### src/rtl/aurora_link_controller.sv
// Bring-up and supervision FSM for one 4-lane Aurora core: sequences pma_init/reset_pb,
// qualifies the channel, and retries or recovers. Optional retry limit: AURORA_RETRY_LIMIT_EN.
module aurora_link_controller #(
  parameter int unsigned PMA_INIT_CYCLES   = 256,
  parameter int unsigned RESET_PB_CYCLES   = 128,
  parameter int unsigned UP_TIMEOUT_CYCLES = 1048576,
  parameter int unsigned STABLE_CYCLES     = 1024,
  parameter int unsigned MAX_RETRIES       = 8
) (
  input  logic        clk,
  input  logic        rst,
  input  logic        enable,
  input  logic [12:0] aurora_status,
  output logic        pma_init,
  output logic        reset_pb,
  output logic        link_ready,
  output logic [2:0]  state,
  output logic [31:0] retry_count,
  output logic [31:0] recovery_count,
  output logic        link_failed
);

  localparam logic [2:0] ST_IDLE     = 3'd0;
  localparam logic [2:0] ST_PMA_INIT = 3'd1;
  localparam logic [2:0] ST_RESET_PB = 3'd2;
  localparam logic [2:0] ST_WAIT_UP  = 3'd3;
  localparam logic [2:0] ST_STABLE   = 3'd4;
  localparam logic [2:0] ST_UP       = 3'd5;
  localparam logic [2:0] ST_FAILED   = 3'd6;

  localparam int unsigned MAX_A = (PMA_INIT_CYCLES > RESET_PB_CYCLES) ? PMA_INIT_CYCLES : RESET_PB_CYCLES;
  localparam int unsigned MAX_B = (UP_TIMEOUT_CYCLES > STABLE_CYCLES) ? UP_TIMEOUT_CYCLES : STABLE_CYCLES;
  localparam int unsigned MAX_P = (MAX_A > MAX_B) ? MAX_A : MAX_B;
  localparam int unsigned TW    = $clog2(MAX_P) + 1;
  localparam int unsigned FW    = $clog2(MAX_RETRIES + 1) + 1;

  localparam logic [TW-1:0] PMA_LAST    = TW'(PMA_INIT_CYCLES - 1);
  localparam logic [TW-1:0] RPB_LAST    = TW'(RESET_PB_CYCLES - 1);
  localparam logic [TW-1:0] UP_LAST     = TW'(UP_TIMEOUT_CYCLES - 1);
  localparam logic [TW-1:0] STABLE_LAST = TW'(STABLE_CYCLES - 1);
  localparam logic [FW-1:0] FAIL_MAX    = FW'(MAX_RETRIES);
  localparam logic [FW-1:0] FAIL_LAST   = FW'(MAX_RETRIES - 1);

  logic [2:0]    state_q, state_d;
  logic [TW-1:0] timer_q, timer_d;
  logic [TW-1:0] up_timer_q, up_timer_d;
  logic [FW-1:0] fail_cnt_q, fail_cnt_d;
  logic [31:0]   retry_count_q, retry_count_d;
  logic [31:0]   recovery_count_q, recovery_count_d;
  logic          pma_init_q, pma_init_d;
  logic          reset_pb_q, reset_pb_d;
  logic          link_ready_q, link_ready_d;
  logic          link_failed_q, link_failed_d;

  logic good;
  logic timeout;
  logic retry_limit_hit;
  logic unused_status;

  assign good    = aurora_status[12] & aurora_status[8] & ~aurora_status[9] & ~aurora_status[10];
  assign timeout = (up_timer_q >= UP_LAST);
  assign unused_status = ^{aurora_status[11], aurora_status[7:0]};

`ifdef AURORA_RETRY_LIMIT_EN
  assign retry_limit_hit = (fail_cnt_q >= FAIL_LAST);
`else
  assign retry_limit_hit = 1'b0;
`endif

  function automatic logic [31:0] sat_inc(input logic [31:0] v);
    return (v == 32'hFFFF_FFFF) ? v : v + 32'd1;
  endfunction

  always_comb begin
    // NOTE: every always_comb output gets a default first so no path leaves it unassigned (no latch).
    state_d          = state_q;
    timer_d          = '0;
    up_timer_d       = up_timer_q;
    fail_cnt_d       = fail_cnt_q;
    retry_count_d    = retry_count_q;
    recovery_count_d = recovery_count_q;

    if (!enable) begin
      // Disable overrides every transition; a new session starts with a clean failure streak.
      state_d    = ST_IDLE;
      fail_cnt_d = '0;
    end else begin
      unique case (state_q)
        ST_IDLE: state_d = ST_PMA_INIT;

        ST_PMA_INIT: begin
          if (timer_q == PMA_LAST) state_d = ST_RESET_PB;
          else                     timer_d = timer_q + 1'b1;
        end

        ST_RESET_PB: begin
          if (timer_q == RPB_LAST) begin
            state_d    = ST_WAIT_UP;
            up_timer_d = '0;
          end else begin
            timer_d = timer_q + 1'b1;
          end
        end

        ST_WAIT_UP, ST_STABLE: begin
          up_timer_d = up_timer_q + 1'b1;
          if (state_q == ST_WAIT_UP && good) begin
            state_d = ST_STABLE;
          end else if (state_q == ST_STABLE && good && timer_q == STABLE_LAST) begin
            state_d    = ST_UP;
            fail_cnt_d = '0;
          end else if (timeout) begin
            // Timeout beats a good-drop in STABLE so the up-timer can never run past its limit.
            retry_count_d = sat_inc(retry_count_q);
            fail_cnt_d    = (fail_cnt_q == FAIL_MAX) ? fail_cnt_q : fail_cnt_q + 1'b1;
            state_d       = retry_limit_hit ? ST_FAILED : ST_PMA_INIT;
          end else if (state_q == ST_STABLE && !good) begin
            state_d = ST_WAIT_UP;
          end else if (state_q == ST_STABLE) begin
            timer_d = timer_q + 1'b1;
          end
        end

        ST_UP: begin
          if (!good) begin
            recovery_count_d = sat_inc(recovery_count_q);
            state_d          = ST_PMA_INIT;
          end
        end

        ST_FAILED: state_d = ST_FAILED;

        default: state_d = ST_IDLE;
      endcase
    end

    // Outputs are registered versions of what the next state demands.
    pma_init_d   = (state_d == ST_IDLE) || (state_d == ST_PMA_INIT) || (state_d == ST_FAILED);
    reset_pb_d   = pma_init_d || (state_d == ST_RESET_PB);
    link_ready_d = (state_d == ST_UP);
`ifdef AURORA_RETRY_LIMIT_EN
    link_failed_d = (state_d == ST_FAILED);
`else
    link_failed_d = 1'b0;
`endif
  end

  // NOTE: sequential state uses non-blocking assignments so all flops update from pre-edge values.
  always_ff @(posedge clk or posedge rst) begin
    if (rst) begin
      state_q          <= ST_IDLE;
      timer_q          <= '0;
      up_timer_q       <= '0;
      fail_cnt_q       <= '0;
      retry_count_q    <= '0;
      recovery_count_q <= '0;
      pma_init_q       <= 1'b1;
      reset_pb_q       <= 1'b1;
      link_ready_q     <= 1'b0;
      link_failed_q    <= 1'b0;
    end else begin
      state_q          <= state_d;
      timer_q          <= timer_d;
      up_timer_q       <= up_timer_d;
      fail_cnt_q       <= fail_cnt_d;
      retry_count_q    <= retry_count_d;
      recovery_count_q <= recovery_count_d;
      pma_init_q       <= pma_init_d;
      reset_pb_q       <= reset_pb_d;
      link_ready_q     <= link_ready_d;
      link_failed_q    <= link_failed_d;
    end
  end

  assign state          = state_q;
  assign pma_init       = pma_init_q;
  assign reset_pb       = reset_pb_q;
  assign link_ready     = link_ready_q;
  assign link_failed    = link_failed_q;
  assign retry_count    = retry_count_q;
  assign recovery_count = recovery_count_q;

endmodule

### config.mk
export PLATFORM = sky130hd
export DESIGN_NAME = aurora_link_controller
export DESIGN_NICKNAME = d
export VERILOG_FILES = /design/src/rtl/aurora_link_controller.sv
export SDC_FILE = /design/constraint.sdc
export NUM_CORES = 1
export LEC_CHECK = 0
export ABC_AREA = 1
export CORE_MARGIN = 1.5
export CORE_UTILIZATION = 51
export CTS_BUF_LIST = sky130_fd_sc_hd__clkbuf_16
export CTS_CLUSTER_DIAMETER = 40
export DETAILED_ROUTE_END_ITERATION = 16
export PLACE_DENSITY = 0.79
export SETUP_SLACK_MARGIN = 0.05
export SLEW_MARGIN = 20
export SYNTH_ARGS = -nofsm -noshare
export SYNTH_HDL_FRONTEND = slang
export SYNTH_SLANG_ARGS = --single-unit
### constraint.sdc
create_clock -name clk -period 3.9 [get_ports clk]
set_input_delay 0.78 -clock clk [delete_from_list [all_inputs] [get_ports clk]]
set_output_delay 0.78 -clock clk [all_outputs]
set_load 0.02 [all_outputs]
==> metrics.csv <==
metric,value,unit
status,"finished, final reports clean",
wl,16700,microns
yosysSeqAreaShare,0.396,
drt_iter0_drc,584,
fmax,361,MHz
wl_met1,7820,microns
path_cells,clkdlybuf4s50_1 -> inv_1 -> nor3_2 -> nand2_2 -> inv_2 -> nand2_1 -> o21ai_0 -> nand2_1,
hp-class,flop to flop,
grt_pass1_wl,28100,microns
grt-ovfl-total,0,
relSlewSlack,0.577,
core_area,13400,sq um
clock_latency,0.36,ns
drv_slew,0,
grt_setup_unrepaired,false,
drc,0,
swShare,0.246,
cp_data_arrival_time,3.02,ns
required,4.14,ns
synth_seq_cells,112,
root_buffer,clkbuf_16,
syn_nets,1005,
worst_slew_pin_slew,0.634,ns
grt_max_degree,65,
drt-vias-per-instance,5.28,
comb_power_share,0.076,
portBuffers,76,
synth_edf_count,0,
avgSynthCellArea,7.20,sq um
initial_core_util,0.529,
slowest_stage,clkdlybuf4s50_1,
syn_inst,985,
yosys_warnings,0,
hpwl,12000,microns
wl_met2,7830,microns
postRouteAntennaNets,0,
area_growth,16.7,%
gp_congestion,0.901,
antenna_found_initial,0,
ys_types,37,
synth-main-ff-cell,dfrtp_1,
nets,1075,
p_leak,3.74,nW
dr_wl_met3,821,microns
power_density,286,nW/um^2
grt_pass1_vias,6046,
cp-end-kind,flop,
cts_sinks,112,
die_h,121,microns
n_antenna_cell,0,
die_area,14600,sq um
rows,42,
vias,6528,
drive_above_1_share,0.0585,
drt_first_pass_iters,5,
top_layer_used,met4,
period_needed,2.77,ns
io_pins,87,
tns,0,ns
p_int,0.00179,W
hold_buffers,0,
ir_drop,0.000293,V
async_reset_ff_frac,1.00,
p_seq_frac,0.508,
crit_top_cell,nand2_1,
cts_inserted_buffers,9,
cts_repair_resize_count,0,
setup_viol,0,
clkPwrFrac,0.416,
utilization,0.618,
clk_pin_slew_worst_paths,0.07,ns
htree_levels,3,
final.setup_skew,0.0130,ns
clockBufferDepth,2,
wl_per_cell,13.5,microns
p_sw,0.000584,W
syn_area,7090,sq um
cts_tree,built,
fp.dieW,121,microns
maxCapViolCount,0,
cpLargestDelayFamily,buffers and inverters,
post-cts-setup-buffers,0,
slowest_delay,0.62,ns
cp.buffers_inverters,3,
start_kind,input pin,
finalCritPeriodShare,0.711,
finalHoldViolCount,0,
crit_fanout,23,
critPathKind,input pin to flop,
grtUsageTotal,0.238,
layout make-up:
| cell class | instances | area [sq um] |
|---|---|---|
| Sequential cell | 112 | 2810 |
| Multi-Input combinational cell | 739 | 3710 |
| Clock buffer | 9 | 225 |
| Tap cell | 176 | 220 |
| Clock inverter | 7 | 86.3 |
| Inverter | 114 | 430 |
| Fill cell | 1218 | 5120 |
| Timing Repair Buffer | 79 | 803 |
per-stage QoR:
| stage | setup slack (ns) | hold slack, ns | area (sq um) | std cells | power, W |
|---|---|---|---|---|---|
| 6_report | 1.13 | 0.504 | 8280 | 1236 | 0.00237 |
| 5_1_grt | 0.948 | 0.524 | 8280 | 1236 | 0.00246 |
| 3_3_place_gp | 0.826 | 0.477 | 7950 | 1219 | 0.00140 |
| 3_5_place_dp | 0.764 | 0.497 | 7950 | 1219 | 0.00141 |
| 2_1_floorplan | 0.164 | 0.450 | 7090 | 985 | 0.00135 |
| 4_1_cts | 1.14 | 0.507 | 8260 | 1235 | 0.00239 |
per-layer routing:
| layer | track usage | vias to the layer above |
|---|---|---|
| met4 | 0.0750 | 0 |
| met2 | 0.397 | 186 |
| met5 | 0 | - |
| li1 | - | 3287 |
| met1 | 0.314 | 3032 |
| met3 | 0.0442 | 23 |
kinds of logic (layout without fill, tap and decap cells):
logic type,Yosys count,after routing,share of synthesized area
adder cells (fa/ha/maj),4,4,0.00706
other,1,1,0.000529
flip-flops,112,112,0.396
AO/OA/AOI/OAI,53,53,0.0397
buffers and inverters,134,209,0.0815
AND/OR/NAND/NOR,610,610,0.388
XOR/XNOR,71,71,0.0877
power groups by stage:
stage / sequential, W / clock [W] / combinational, W
after global routing: 0.00121 / 0.00105 / 0.000206
final: 0.00120 / 0.000986 / 0.000179
after detailed placement: 0.00123 / 0 / 0.000180
after global placement: 0.00122 / 0 / 0.000176
after CTS: 0.00120 / 0.00101 / 0.000180
after floorplan: 0.00122 / 0 / 0.000134
cells in the mapped netlist (all sizes together), types with 3 or more instances:
| cell type | number | share of area |
|---|---|---|
| or2 | 3 | 0.0026 |
| nor3b | 3 | 0.0032 |
| o21ai | 43 | 0.030 |
| buf | 19 | 0.021 |
| ha | 4 | 0.0071 |
| xor2 | 50 | 0.062 |
| nand3b | 4 | 0.0042 |
| nor3 | 42 | 0.038 |
| nand4 | 42 | 0.037 |
| nand3 | 89 | 0.067 |
| nand2 | 284 | 0.15 |
| inv | 112 | 0.059 |
| a21oi | 8 | 0.0072 |
| nor2 | 139 | 0.080 |
| dfrtp | 110 | 0.39 |
| xnor2 | 21 | 0.026 |
sequential cells by signal, summed over array words and instances (netlist names):
register / flops
recovery_count: 32
retry_count: 32
timer_q: 21
up_timer_q: 21
state: 3
link_ready: 1
pma_init: 1
reset_pb: 1
cells in the final DEF (no fill, tap or decap), types with 9 or more instances in the layout:
cell type and n:
clkbuf_16 9, clkdlybuf4s50_1 76, o21ai_0 31, nand3_1 85
dfrtp_1 110, xor2_1 50, nand2_1 278, nor3_1 33
nand4_1 42, xnor2_1 21, nor2_1 128, o21ai_1 12
inv_1 104
worst register-to-register path: cells and delay by family, from the launching register on:
kind,cells,cell delay [ns]
DFF,1,0.43
and+or+nand+nor,6,1.06
adders and majority gates,1,0.30
buffers and inverters,2,0.61
AOI/OAI and AO/OA,1,0.18
worst paths after layout:
path,startpoint,end,slack [ns],depth (start not counted)
max in group asynchronous,rst,pma_init,2.25,3
worst max register to register,up_timer_q[0],retry_count[19],1.18,10
worst min-delay path,timer_q[0],timer_q[0],0.50,1
min in group asynchronous,rst,up_timer_q[0],0.85,2
worst max-delay path,enable,recovery_count[20],1.13,8
worst min register to register,timer_q[0],timer_q[0],0.50,1
No activity file was read; power rests on OpenSTA's default activity.
